--- config.mk ---
export PLATFORM = sky130hd
export DESIGN_NAME = ttl161_timer_ctrl
export DESIGN_NICKNAME = d
export VERILOG_FILES = /design/src/rtl/ttl161_timer_ctrl.sv
export SDC_FILE = /design/constraint.sdc
export NUM_CORES = 1
export LEC_CHECK = 0
export BUFFER_PORTS_ARGS = -buffer_cell sky130_fd_sc_hd__buf_2
export CORE_AREA = 2 2 62 64
export CTS_CLUSTER_DIAMETER = 150
export DETAILED_ROUTE_END_ITERATION = 10
export DIE_AREA = 0 0 64 66
export HOLD_SLACK_MARGIN = 0.15
export PLACE_DENSITY = 0.7
export REMOVE_ABC_BUFFERS = 1
export SLEW_MARGIN = 20
export SYNTH_ARGS = -nofsm -noshare
export SYNTH_HDL_FRONTEND = slang
export SYNTH_SLANG_ARGS = --single-unit
--- constraint.sdc ---
create_clock -name clk -period 2.2 [get_ports clk]
set_input_delay 0.11 -clock clk [delete_from_list [all_inputs] [get_ports clk]]
set_output_delay 0.11 -clock clk [all_outputs]
set_load 0.01 [all_outputs]
--- src/rtl/ttl161_timer_ctrl.sv ---
// Interval-timer sequencer driving a cascade of 74ALS161-style 4-bit counters.
// Loads the preset, gates count-enable from the tick strobe, and cross-checks the chain's carry against a shadow counter.
module ttl161_timer_ctrl #(
    parameter int unsigned STAGES      = 2,
    parameter bit          FAULT_CHECK = 1'b1,
    localparam int unsigned W          = 4 * STAGES
) (
    input  logic         clk,
    input  logic         rst,
    input  logic         start,
    input  logic         abort,
    input  logic         periodic,
    input  logic [W-1:0] period,
    input  logic         tick_en,
    input  logic         fault_clr,
    output logic         ctr_clr_n,
    output logic         ctr_load,
    output logic         ctr_count,
    output logic [W-1:0] ctr_d,
    input  logic         ctr_tc,
    output logic         busy,
    output logic         expire,
    output logic         fault,
    output logic [1:0]   state_dbg
);

    typedef enum logic [1:0] {
        S_IDLE  = 2'd0,
        S_LOAD  = 2'd1,
        S_COUNT = 2'd2,
        S_FAULT = 2'd3
    } state_t;

    state_t       state_q;
    logic [W-1:0] preset_q;
    logic [W-1:0] n_q;
    logic [W-1:0] rem_q;
    logic         periodic_q;
    logic         expire_q;
    logic         clr_n_q;

    logic tick;
    logic rem_zero;
    logic busy_w;
    logic fault_det;
    logic terminal;

    // Count-enable never depends on ctr_tc, so the chip's carry gating cannot close a loop.
    assign busy_w   = (state_q == S_LOAD) || (state_q == S_COUNT);
    assign tick     = (state_q == S_COUNT) && tick_en && !abort;
    assign rem_zero = (rem_q == '0);

    assign fault_det = FAULT_CHECK && busy_w && !abort &&
                       ((tick && rem_zero && !ctr_tc) ||
                        (tick && !rem_zero && ctr_tc) ||
                        (ctr_tc && !tick));
    assign terminal  = tick && ctr_tc && !fault_det;

    assign ctr_count = tick;
    // Load wins over count inside the chip, so a periodic reload goes straight back to the preset.
    assign ctr_load  = (state_q == S_LOAD) || (terminal && periodic_q);
    assign ctr_d     = preset_q;
    assign ctr_clr_n = clr_n_q;
    assign busy      = busy_w;
    assign expire    = expire_q;
    assign fault     = (state_q == S_FAULT);
    assign state_dbg = state_q;

    always_ff @(posedge clk) begin
        if (rst) begin
            state_q    <= S_IDLE;
            preset_q   <= '0;
            n_q        <= '0;
            rem_q      <= '0;
            periodic_q <= 1'b0;
            expire_q   <= 1'b0;
            clr_n_q    <= 1'b0;
        end else begin
            clr_n_q  <= 1'b1;
            expire_q <= terminal;
            case (state_q)
                S_IDLE: begin
                    if (start && !abort) begin
                        n_q        <= period;
                        preset_q   <= '0 - period;
                        periodic_q <= periodic;
                        state_q    <= S_LOAD;
                    end
                end
                S_LOAD: begin
                    rem_q <= n_q - 1'b1;
                    if (abort)          state_q <= S_IDLE;
                    else if (fault_det) state_q <= S_FAULT;
                    else                state_q <= S_COUNT;
                end
                S_COUNT: begin
                    if (abort) begin
                        state_q <= S_IDLE;
                    end else if (fault_det) begin
                        state_q <= S_FAULT;
                    end else if (terminal) begin
                        rem_q <= n_q - 1'b1;
                        if (!periodic_q) state_q <= S_IDLE;
                    end else if (tick) begin
                        rem_q <= rem_q - 1'b1;
                    end
                end
                S_FAULT: begin
                    if (fault_clr) state_q <= S_IDLE;
                end
                default: state_q <= S_IDLE;
            endcase
        end
    end

endmodule

Yosys cells after proc, flatten, opt, wreduce, memory -nomap -nowiden
Cells that the tools add are included.

$add $sub $neg: 3. Eq/ne operators: 10. Multiplexer cells: 15. Reductions and logical operators: 28.

Operators with widths (number): two-way mux 8 bit (4); one-hot mux 8 bit (2 select lines) (1); subtractor 8 x 1 -> 8 bit (second input constant) (2); two-way mux 2 bit (7); logical AND 1 bit (13); logical NOT 8 bit (1); != test 2 bit (second input constant) (4); != test 4 bit (second input constant) (2); one-hot mux 2 bit (4 select lines) (1); AND reduction 4 bit (2); subtractor 1 x 8 -> 8 bit (first input constant) (1); logical NOT 1 bit (5); == test 2 bit (second input constant) (2); logical OR 1 bit (4); != test 3 bit (second input constant) (1); == test 2 x 1 -> 1 bit (second input constant) (1); logical NOT 2 bit (1); two-way mux 1 bit (2); AND reduction 2 bit (1); nonzero test 2 bit (1).

Register bits after elaboration: 29. Bits of input ports: 16.

Depth between registers and ports, before layout
Gate-level depths: netlist of the first run.

Word-level depth: 14. Gate-level depth with buffers: 8.

Least setup slack after synthesis of the first run
OpenSTA, ideal clock, no wires.

Kind: register -> register. Start point: register rem_q[0]. End point: register rem_q[3]. Setup time: 92 ps. Arrival time: 1953 ps. Required time: 2108 ps. Path slack: 155 ps. Cell stages (with the launch flop): 9. Buffers on the path: 1. Path through: dfxtp_1 -> inv_1 -> ha_1 -> or4b_4 -> o21ai_2 -> a21o_1 -> buf_6 -> mux2_1 -> o32ai_1.

Word-level cells in the longest chain between the ends: 13.

Ends and longest elaborated chain: from (decl) (RTL line 37) `logic [W-1:0] rem_q;`; from (signal assigned) (RTL line 91) `rem_q <= n_q - 1'b1;`; from (signal assigned) (RTL line 102) `rem_q <= n_q - 1'b1;`; from (signal assigned) (RTL line 105) `rem_q <= rem_q - 1'b1;`; branches (longest 13 deep; another with subtractor 8 x 1 -> 8 bit).

Several ways; the timed one is not identified. The select of a mux whose other input is x is not followed. A chain may end at the register's enable or synchronous reset.

Worst setup path after layout of the first run
Start point: register rem_q[0]. End point: register rem_q[5].

The elaborated chain is that of the path after synthesis.

==> reports/qor.tcl, run 1 <==
set qor(status) {completed}
set qor(critical_path_peak_fanout) 5
set qor(vias) 1617
set qor(synth.avg_cell_area_um2) 7.73
set qor(data_arrival_critical_path_ps) 2340
set qor(antennaDiodeCount) 0
set qor(pleak_nw) 0.955
set qor(worstMarginPinSlew_ps) 487
set qor(dpl_cell_area_mm2) 0.00190
set qor(edff_count_synth) 0
set qor(tritoncts_num_sinks) 28
set qor(setup.worst_path.class) {reg -> reg}
set qor(netlist_area_mm2) 0.00169
set qor(number_of_levels_the_h_tree_was_split_into) 1
set qor(nets) 289
set qor(crit_path_end_kind) {flop}
set qor(cts.clk_slew.worst_paths_ps) 150
set qor(port_buffer_count) 31
set qor(std_cell_rows) 22
set qor(die_x_um) 64
set qor(synth-main-ff-cell) {sky130_fd_sc_hd__dfxtp_1}
set qor(wl_per_cell_um) 12.7
set qor(timing_max_transition_violations_final) 0
set qor(finalPower_mw) 1.70
set qor(final_area_mm2) 0.00215
set qor(ff2ff_setup_slack_ps) 100
set qor(grt_first_pass_wirelength_um) 6830
set qor(grt_overflow_total) 0
set qor(postLayoutCoreUtil_pct) 60.7
set qor(min-delay-path-class) {in -> reg}
set qor(totalNegativeSetupSlack_ps) 0
set qor(period_share_pct) 95.4
set qor(power.ir.vdd_worst_mv) 0.461
set qor(postSynth.asyncResetShare_pct) 0
set qor(max_slew_margin_pct) 67.5
set qor(io-pin-count) 32
set qor(drive_above_1_share_pct) 24.2
set qor(floorplan.initialDensity_pct) 47.7
set qor(detailedRoute.firstIterationViolations) 149
set qor(cts_tree) {yes}
set qor(setup_viol) 0
set qor(dp.cells) 295
set qor(dieHeight_um) 66
set qor(min_cycle_time_layout_ps) 2100
set qor(grt_max_degree) 25
set qor(register_bit_count_reported_by_yosys) 28
set qor(crit_path_required_time_ps) 2450
set qor(grt_antenna_before_repair) 0
set qor(yosysSeqAreaShare_pct) 33.1
set qor(routabilityCongestion) 0.831
set qor(totalWireLength_um) 3960
set qor(timing.max_cap.violations) 0
set qor(drtAntennaViolNets) 0
set qor(worst_skew_pair.late_latency_ps) 330
set qor(design.core.area_mm2) 0.00355
set qor(power-per-cell-area_mw_per_mm2) 789
set qor(die_area_mm2) 0.00422
set qor(critical_path.startpoint_type) {flop}
set qor(max_freq_ghz) 0.477
set qor(grt_setup_unrepaired) {yes}
set qor(stdcell_count) 313
set qor(drt_first_pass_iters) 4
set qor(vias_in_the_first_global_route) 1554
set qor(hpwl_um) 2740
set qor(drc) 0
set qor(yosys_warnings) 0
set qor(synth.lib_cells_used.distinct) 47
set qor(via_cell_ratio) 5.17
set qor(skew_ps) 2.13
set qor(flow.area_growth_from_synthesis_pct) 27.3
set qor(syn-instance-count) 219
set qor(cts_buffer_depth) 2
set qor(cts_root_buffer) {sky130_fd_sc_hd__clkbuf_4}
set qor(final-hold-violation-count) 0
set qor(cts_made_buffers) 3
set qor(track_usage_pct) 20.2
-- critical path: stages, from the launching register on --
cell and delay, ps:
sky130_fd_sc_hd__dfxtp_2 360, sky130_fd_sc_hd__inv_2 80, sky130_fd_sc_hd__ha_4 140, sky130_fd_sc_hd__or4b_4 530, sky130_fd_sc_hd__o21ai_4 190, sky130_fd_sc_hd__a21o_1 210
sky130_fd_sc_hd__buf_6 150, sky130_fd_sc_hd__nor3_4 40, sky130_fd_sc_hd__a2111oi_2 320
-- report_power, final --
group	switching (mW)	total [mW]	internal, mW
combinational	0.404	0.720	0.316
clock	0.156	0.341	0.184
sequential	0.0693	0.640	0.570
-- final cells by class --
| class | count | area [µm²] |
|---|---|---|
| fill | 314 | 1400 |
| timing repair buffer | 50 | 327 |
| clock inverter | 1 | 30.0 |
| sequential | 28 | 564 |
| clock buffer | 3 | 22.5 |
| tap | 48 | 60.1 |
| multi-input combinational | 163 | 1080 |
| inverter | 20 | 75.1 |
-- stage by stage --
| stage | setup WS, ps | hold slack, ps |
|---|---|---|
| after floorplan | 93.2 | 179 |
| after detailed placement | -64.5 | 365 |
| after global placement | 49.2 | 365 |
| after global routing | -1.62 | 192 |
| final | 102 | 199 |
| after CTS | 4.52 | 191 |
-- cells in the mapped netlist, drive strengths merged (2+ instances only) --
| library cell | instances | share of area [%] |
|---|---|---|
| dfxtp | 28 | 33 |
| buf | 3 | 1.4 |
| and2b | 2 | 0.96 |
| nand2b | 2 | 0.74 |
| nand3 | 7 | 2.1 |
| a31oi | 2 | 0.74 |
| nor3 | 9 | 2.7 |
| or4 | 2 | 1.2 |
| mux2i | 7 | 4.1 |
| a21oi | 23 | 7.0 |
| xnor2 | 8 | 4.1 |
| nor2 | 11 | 2.6 |
| o32ai | 5 | 2.6 |
| and3 | 2 | 0.74 |
| clkbuf | 5 | 1.1 |
| xor2 | 3 | 1.6 |
| nand2 | 44 | 9.8 |
| nor3b | 2 | 0.89 |
| o21ai | 8 | 2.6 |
| nor4 | 2 | 1.1 |
| mux2 | 2 | 1.3 |
| inv | 20 | 4.4 |
| ha | 7 | 5.2 |
-- cells by family (layout without fill, tap and decap cells) --
logic type | count (synthesis) | after routing | synth area share [%]
AOI/OAI and AO/OA | 46 | 46 | 17.1
xor gates and xnor gates | 11 | 11 | 5.69
adders and majority gates | 7 | 7 | 5.17
buffers and inverters | 28 | 74 | 6.95
DFF | 28 | 28 | 33.1
muxes | 9 | 9 | 5.47
and+or+nand+nor | 90 | 90 | 26.5
-- path summary, 6_finish.rpt --
path	startpoint	to	cells after the start
setup / recovery	rem_q[0]	rem_q[5]	8
hold / removal	fault_clr	state_dbg[1]	4
setup reg to reg	rem_q[0]	rem_q[5]	8
hold reg to reg	ctr_d[7]	ctr_d[7]	2
-- layer usage --
metal / part of all wire (%) / wire [µm] / global-route usage [%] / vias to the layer above
met3: 3.5 / 139 / 4.09 / 2
met5: 0 / 0 / 0 / -
met4: 0.33 / 13 / 2.45 / 0
met1: 46 / 1830 / 24.9 / 736
met2: 50 / 1980 / 37.2 / 33
li1: - / - / - / 846
-- cells in the final DEF, fill, tap and decap left out, types with 2 or more instances in the layout --
| cell type | instances |
|---|---|
| sky130_fd_sc_hd__dlygate4sd3_1 | 10 |
| sky130_fd_sc_hd__and3_1 | 2 |
| sky130_fd_sc_hd__mux2i_1 | 7 |
| sky130_fd_sc_hd__a31oi_1 | 2 |
| sky130_fd_sc_hd__nor2_1 | 10 |
| sky130_fd_sc_hd__dfxtp_2 | 3 |
| sky130_fd_sc_hd__buf_4 | 8 |
| sky130_fd_sc_hd__buf_2 | 31 |
| sky130_fd_sc_hd__o21ai_0 | 4 |
| sky130_fd_sc_hd__nand2b_1 | 2 |
| sky130_fd_sc_hd__nor3_1 | 8 |
| sky130_fd_sc_hd__ha_1 | 6 |
| sky130_fd_sc_hd__a21oi_1 | 22 |
| sky130_fd_sc_hd__o32ai_1 | 5 |
| sky130_fd_sc_hd__xor2_1 | 3 |
| sky130_fd_sc_hd__nor3b_1 | 2 |
| sky130_fd_sc_hd__nand3_1 | 7 |
| sky130_fd_sc_hd__inv_2 | 2 |
| sky130_fd_sc_hd__nand2_1 | 44 |
| sky130_fd_sc_hd__clkbuf_4 | 3 |
| sky130_fd_sc_hd__xnor2_1 | 8 |
| sky130_fd_sc_hd__inv_1 | 18 |
| sky130_fd_sc_hd__mux2_1 | 2 |
| sky130_fd_sc_hd__o21ai_1 | 3 |
| sky130_fd_sc_hd__dfxtp_1 | 25 |
-- state kept, by name, indices dropped and copies added (netlist names) --
signal and flops:
rem_q 8, n_q 7, expire 1, periodic_q 1, ctr_d 8, state_dbg 2
ctr_clr_n 1
-- timing repair --
item                                    in CTS  in global routing
hold endpoints to repair                    15                  0
pin swaps                                    1                  5
buffers inserted                             2                  2
hold buffers                                10                  0
resized for setup                            5                 10
endpoints found under the setup margin      10                 10
(Power assumes the default switching activity.)
==> run 2, diff against run 1 <==
Settings changed: PLACE_DENSITY 0.7 to 0.67.
Clock period 2.2 ns to 2.62 ns, I/O delays scaled along.
==> run 2 against run 1 <==
Die area is the same. Combinational power is 29% lower. Critical path depth down 1. Critical path type unchanged.
==> reports/qor.tcl, run 2 (synthesized netlist as in run 1, its figures left out) <==
set qor(postCtsHoldBufs) 10 ;# unchanged
set qor(final-hold-violation-count) 0 ;# unchanged
set qor(timing.hold.worst_path_depth) 2 ;# -2
set qor(flow.area_growth_from_synthesis_pct) 18.3
set qor(grt_max_degree) 25 ;# unchanged
set qor(dieHeight_um) 66 ;# unchanged
set qor(min-delay-path-class) {in -> reg}
set qor(setup.worst_path.class) {reg -> reg}
set qor(antennaDiodeCount) 0 ;# unchanged
set qor(design.core.area_mm2) 0.00355 ;# unchanged
set qor(total_switching_power_mw) 0.465 ;# -26%
set qor(via_cell_ratio) 5.27 ;# +2.1%
set qor(cts_buffer_depth) 2 ;# unchanged
set qor(die_x_um) 64 ;# unchanged
set qor(tritoncts_num_sinks) 28 ;# unchanged
set qor(data_arrival_critical_path_ps) 2600 ;# +260 ps
set qor(power-per-cell-area_mw_per_mm2) 611 ;# -23%
set qor(vias_in_the_first_global_route) 1559 ;# +0.32%
set qor(skew_ps) 4.29 ;# +2.16 ps
set qor(drtAntennaViolNets) 0 ;# unchanged
set qor(detailedRoute.firstIterationViolations) 170 ;# +14%
set qor(timing.max_cap.violations) 0 ;# unchanged
set qor(hpwl_um) 2770 ;# +1.4%
set qor(pwr-share-clk_pct) 14.5 ;# -5.5 points
set qor(min_cycle_time_layout_ps) 2350 ;# +250 ps
set qor(max_slew_margin_pct) 66.4 ;# -1.1 points
set qor(timing_max_transition_violations_final) 0 ;# unchanged
set qor(grt_overflow_total) 0 ;# unchanged
set qor(period_share_pct) 89.6 ;# -5.7 points
set qor(post_cts.repair.setup_buffers) 0 ;# -2
set qor(crit_path_end_kind) {flop}
set qor(cts_made_buffers) 3 ;# unchanged
set qor(cts_tree) {yes}
set qor(number_of_levels_the_h_tree_was_split_into) 1 ;# unchanged
set qor(cts.clk_slew.worst_paths_ps) 150 ;# about the same
set qor(setup_viol) 0 ;# unchanged
set qor(drive_above_1_share_pct) 18.7 ;# -5.5 points
set qor(power.ir.vdd_worst_mv) 0.281 ;# -39%
set qor(totalWireLength_um) 3760 ;# -5.1%
set qor(grt_first_pass_wirelength_um) 6710 ;# -1.7%
set qor(r2r.worst_path.cells) 7 ;# -1
set qor(grt_antenna_before_repair) 0 ;# unchanged
set qor(worstMarginPinSlew_ps) 504 ;# +16.8 ps
set qor(pleak_nw) 0.889 ;# -6.9%
set qor(io-pin-count) 32 ;# unchanged
set qor(swShare_pct) 38.0 ;# +0.94 points
set qor(layout.cells.most_common_list) {sky130_fd_sc_hd__nand2_1 (44), sky130_fd_sc_hd__buf_2 (31), sky130_fd_sc_hd__dfxtp_1 (28), sky130_fd_sc_hd__a21oi_1 (22), sky130_fd_sc_hd__inv_1 (20)}
set qor(worst_skew_pair.late_latency_ps) 320 ;# about the same
set qor(nets) 282 ;# -2.4%
set qor(p_comb_share_pct) 42.0 ;# -0.3 points
set qor(drc) 0 ;# unchanged
set qor(ctsResizeCount) 0 ;# -5
set qor(vias) 1608 ;# -0.56%
set qor(critical_path_peak_fanout) 8 ;# +3
set qor(port_buffer_count) 31 ;# unchanged
set qor(layout.cells.most_common) {sky130_fd_sc_hd__nand2_1}
set qor(ff2ff_setup_slack_ps) 270 ;# +170 ps
set qor(finalHoldWorstSlack_ps) 252 ;# +53.8 ps
set qor(cts_root_buffer) {sky130_fd_sc_hd__clkbuf_4}
set qor(grt_setup_unrepaired) {no}
set qor(die_area_mm2) 0.00422 ;# unchanged
set qor(drt_first_pass_iters) 4 ;# unchanged
set qor(cellInternalPower_mw) 0.759 ;# -29%
set qor(floorplan.initialDensity_pct) 47.7 ;# unchanged
set qor(status) {completed}
set qor(crit_path_required_time_ps) 2870 ;# +420 ps
set qor(track_usage_pct) 19.5 ;# -0.72 points
set qor(totalNegativeSetupSlack_ps) 0 ;# unchanged
set qor(std_cell_rows) 22 ;# unchanged
set qor(routabilityCongestion) 0.872 ;# +5.0%
set qor(p_seq_share_pct) 43.5 ;# +5.9 points
set qor(wl_per_cell_um) 12.3 ;# -2.6%
set qor(max_freq_ghz) 0.426 ;# -11%
set qor(critical_path.startpoint_type) {flop}
[run 2: cell types whose count changed in the layout (fill, tap and decap cells not counted), moves of 2 or more]
cell | before | now
sky130_fd_sc_hd__buf_4 | 8 | 2
sky130_fd_sc_hd__dfxtp_1 | 25 | 28
sky130_fd_sc_hd__dfxtp_2 | 3 | 0
sky130_fd_sc_hd__inv_1 | 18 | 20
sky130_fd_sc_hd__inv_2 | 2 | 0
[run 2: power groups by stage]
stage | registers [mW] | logic [mW] | clock network [mW]
after floorplan | 0.535 | 0.370 | 0
after global placement | 0.542 | 0.502 | 0
after detailed placement | 0.542 | 0.502 | 0
after CTS | 0.532 | 0.516 | 0.188
after global routing | 0.542 | 0.585 | 0.202
final | 0.532 | 0.514 | 0.178
[run 2: final timing paths]
check / from / to
setup reg to reg: rem_q[0] / rem_q[3]
hold reg to reg: ctr_d[4] / ctr_d[4]
hold / removal: rst / ctr_d[1]
setup / recovery: rem_q[0] / rem_q[3]
[run 2: area by class of cell]
cell class,count,area (µm²)
Clock buffer,3,22.5
Fill cell,340,1550
Tap cell,48,60.1
Timing Repair Buffer,43,270
Multi-Input combinational cell,163,1010
Inverter,20,75.1
Sequential cell,28,561
[run 2: metal layers]
metal	vias to the layer above	global-route usage (%)	wire [µm]
li1	831	-	-
met1	728	24.3	1730
met2	45	35.9	1850
met3	4	2.73	170
met4	0	3.53	14
met5	-	0	0
[run 2: metrics by stage]
| step | area (µm²) | utilization [%] | cells | power (mW) | setup WS, ps |
|---|---|---|---|---|---|
| 2_1_floorplan | 1650 | - | 211 | 0.905 | 513 |
| 5_1_grt | 2000 | 56.4 | 305 | 1.33 | 143 |
| 4_1_cts | 2000 | 56.4 | 305 | 1.24 | 290 |
| 3_3_place_gp | 1880 | 53.0 | 292 | 1.04 | 386 |
| 6_report | 2000 | 56.4 | 305 | 1.22 | 271 |
| 3_5_place_dp | 1880 | 53.0 | 292 | 1.04 | 319 |
[run 2: critical path, stage by stage (launching register included)]
cell and delay, ps:
sky130_fd_sc_hd__dfxtp_1 350, sky130_fd_sc_hd__inv_1 90, sky130_fd_sc_hd__ha_1 230, sky130_fd_sc_hd__or4b_4 530, sky130_fd_sc_hd__o21ai_2 220, sky130_fd_sc_hd__a21o_1 380
sky130_fd_sc_hd__mux2_1 360, sky130_fd_sc_hd__o32ai_1 120
==> run 3, diff against run 2 <==
Settings changed: PLACE_DENSITY 0.67 to 0.7.
Clock period 2.62 ns to 2 ns, I/O delays scaled along.
==> run 3 against run 2 <==
The flow now finishes with violations (negative setup slack). First-iteration DRC count fell by 65%. Sequential share of layout area fell by 3.6 points. Clock skew fell by 1.9 ps. Sequential power rose by 30%. Combinational power rose by 87%. Hold slack improved by 13 ps. Global-route usage rose by 1.4 points. Fmax rose by 11%. Wire length rose by 11%. Worst setup slack got worse by 390 ps. Critical path type unchanged. Highest routed layer unchanged.
==> reports/qor.tcl, run 3 (synthesized netlist as in run 1, its figures left out) <==
set qor(grt_overflow_total) 0 ;# unchanged
set qor(cts_buffer_depth) 2 ;# unchanged
set qor(critical_path.startpoint_type) {flop}
set qor(crit_chain) {buf_4 -> buf_4 -> or4_2 -> nor2_2 -> nand2_1 -> mux2i_1 -> a2111oi_4}
set qor(hpwl_um) 2960 ;# +6.7%
set qor(min-delay-path-class) {in -> reg}
set qor(setup_viol) 10 ;# +10
set qor(cellInternalPower_mw) 1.21 ;# +60%
set qor(layout.cells.most_common_list) {sky130_fd_sc_hd__nand2_1 (44), sky130_fd_sc_hd__buf_2 (31), sky130_fd_sc_hd__dfxtp_1 (26), sky130_fd_sc_hd__buf_4 (23), sky130_fd_sc_hd__a21oi_1 (20)}
set qor(worstMarginPinSlew_ps) 485 ;# -19.4 ps
set qor(dp.cells) 310 ;# +6.2%
set qor(timing.hold.worst_path_depth) 5 ;# +3
set qor(swShare_pct) 37.4 ;# -0.60 points
set qor(hold_path_end) {state_dbg[0]}
set qor(r2r.worst_path.cells) 7 ;# unchanged
set qor(cts.clk_slew.worst_paths_ps) 160 ;# about the same
set qor(skew_ps) 2.36 ;# -1.92 ps
set qor(die_area_mm2) 0.00422 ;# unchanged
set qor(critical_path.reg2reg.endpoint) {rem_q[5]}
set qor(drc) 0 ;# unchanged
set qor(period_share_pct) 106 ;# +16 points
set qor(min_cycle_time_layout_ps) 2120 ;# -232 ps
set qor(die_x_um) 64 ;# unchanged
set qor(dieHeight_um) 66 ;# unchanged
set qor(critical_path.n_buffers_inverters) 2 ;# +1
set qor(antennaDiodeCount) 0 ;# unchanged
set qor(worstReg2RegStart) {rem_q[1]}
set qor(max_slew_margin_pct) 67.4 ;# +1.0 points
set qor(timing_max_transition_violations_final) 0 ;# unchanged
set qor(worst_path_dominant_cell_family) {simple AND/OR/NAND/NOR gates}
set qor(grt_setup_unrepaired) {yes}
set qor(routabilityCongestion) 0.855 ;# -2.0%
set qor(crit_path_required_time_ps) 2230 ;# -640 ps
set qor(totalNegativeSetupSlack_ps) -566 ;# -566 ps
set qor(design.core.area_mm2) 0.00355 ;# unchanged
set qor(dpl_cell_area_mm2) 0.00202 ;# +7.2%
set qor(critical_path_peak_fanout) 3 ;# -5
set qor(wl_per_cell_um) 12.6 ;# +2.2%
set qor(power-per-cell-area_mw_per_mm2) 838 ;# +37%
set qor(fill_cells) 331 ;# -2.6%
set qor(vias) 1699 ;# +5.7%
set qor(worst_skew_pair.late_latency_ps) 330 ;# about the same
set qor(timing.max_cap.violations) 0 ;# unchanged
set qor(final_area_mm2) 0.00231 ;# +15%
set qor(track_usage_pct) 20.9 ;# +1.4 points
set qor(cts_root_buffer) {sky130_fd_sc_hd__clkbuf_4}
set qor(violations_in_the_final_reports) {negative setup slack}
set qor(grt_max_degree) 24 ;# -4.0%
set qor(cpPeakStageDelay_ps) 710 ;# +180 ps
set qor(port_buffer_count) 31 ;# unchanged
set qor(grt_first_pass_wirelength_um) 7100 ;# +5.8%
set qor(pleak_nw) 1.04 ;# +17%
set qor(number_of_levels_the_h_tree_was_split_into) 1 ;# unchanged
set qor(layout.cells.most_common) {sky130_fd_sc_hd__nand2_1}
set qor(grt_antenna_before_repair) 0 ;# unchanged
set qor(pwr-share-clk_pct) 14.8 ;# +0.3 points
set qor(totalWireLength_um) 4170 ;# +11%
set qor(crit_start) {rem_q[1]}
set qor(crit_path_frequent_cell) {sky130_fd_sc_hd__buf_4}
set qor(floorplan.initialDensity_pct) 47.7 ;# unchanged
set qor(power.ir.vdd_worst_mv) 0.379 ;# +35%
set qor(stdcell_count) 331 ;# +8.5%
set qor(drtAntennaViolNets) 0 ;# unchanged
set qor(nets) 307 ;# +8.9%
set qor(cts_tree) {yes}
set qor(hold_path_startpoint) {fault_clr}
set qor(detailedRoute.firstIterationViolations) 59 ;# -65%
set qor(p_seq_share_pct) 35.6 ;# -7.9 points
set qor(drive_above_1_share_pct) 30.4 ;# +12 points
set qor(setup.worst_path.class) {reg -> reg}
set qor(std_cell_rows) 22 ;# unchanged
set qor(final-hold-violation-count) 0 ;# unchanged
set qor(vias_in_the_first_global_route) 1611 ;# +3.3%
set qor(cts_made_buffers) 3 ;# unchanged
set qor(max_freq_ghz) 0.473 ;# +11%
set qor(ff2ff_setup_slack_ps) -120 ;# -390 ps
set qor(drt_first_pass_iters) 4 ;# unchanged
set qor(data_arrival_critical_path_ps) 2340 ;# -260 ps
set qor(via_cell_ratio) 5.13 ;# -2.6%
set qor(critPathSlowestCell) {sky130_fd_sc_hd__or4_2}
set qor(p_comb_share_pct) 49.6 ;# +7.6 points
set qor(post-route-worst-setup-slack_ps) -116 ;# -388 ps
set qor(io-pin-count) 32 ;# unchanged
set qor(finalPower_mw) 1.94 ;# +58%
set qor(tritoncts_num_sinks) 28 ;# unchanged
set qor(total_switching_power_mw) 0.724 ;# +56%
set qor(crit_path_end_kind) {flop}
set qor(flow.area_growth_from_synthesis_pct) 36.4
set qor(status) {finished with violations}
==> run 3: per-stage QoR <==
stage	utilization [%]	hold slack [ps]	worst slack [ps]
6_report	65.0	266	-116
3_5_place_dp	56.8	358	-108
5_1_grt	65.0	273	-197
3_3_place_gp	56.8	351	-48.8
2_1_floorplan	-	169	-107
4_1_cts	63.0	272	-51.7
==> run 3: worst max path at each step <==
stage | end | slack [ps] | cells after the start
floorplan | rem_q[3] | -110 | 7
detailed placement | rem_q[6] | -110 | 7
global route | rem_q[5] | -200 | 8
CTS | ctr_load | -50 | 8
finish | rem_q[5] | -120 | 7
global placement | rem_q[5] | -50 | 8
==> run 3: worst register-to-register path, delay by kind of cell (launching register included) <==
family / cells / cell delay, ps
compound gates: 1 / 120
simple gates: 3 / 1020
buf+inv: 2 / 240
mux: 1 / 280
flops: 1 / 350
==> run 3: repair_timing <==
action                                  CTS  global route
hold buffers                             11             0
endpoints found under the setup margin   11            11
hold endpoints to repair                 15             0
buffers inserted                          3             3
pin swaps                                 5             0
resized for setup                        14             8
==> run 3: power groups by stage <==
stage | clock network [mW] | registers [mW] | logic (mW)
floorplan | 0 | 0.700 | 0.485
global placement | 0 | 0.691 | 0.771
detailed placement | 0 | 0.693 | 0.772
CTS | 0.290 | 0.684 | 0.868
global route | 0.326 | 0.697 | 1.07
finish | 0.287 | 0.689 | 0.960
==> run 3: layer usage <==
| metal | global-route usage (%) | vias up | share of wire (%) | wire length (µm) |
|---|---|---|---|---|
| met3 | 2.56 | 4 | 2.5 | 106 |
| met1 | 27.2 | 786 | 47 | 1960 |
| met2 | 36.5 | 29 | 50 | 2080 |
| met4 | 5.43 | 0 | 0.55 | 23 |
| li1 | - | 880 | - | - |
| met5 | 0 | - | 0 | 0 |
==> run 3: cell type report <==
| class | count | area (µm²) | area share, % |
|---|---|---|---|
| multi-input cells | 163 | 1100 | 47.8 |
| flip-flops and latches | 28 | 563 | 24.4 |
| repair buffers | 68 | 472 | 20.4 |
| inverters | 20 | 75.1 | 3.25 |
| well taps | 48 | 60.1 | 2.60 |
| clock buffers | 4 | 36.3 | 1.57 |
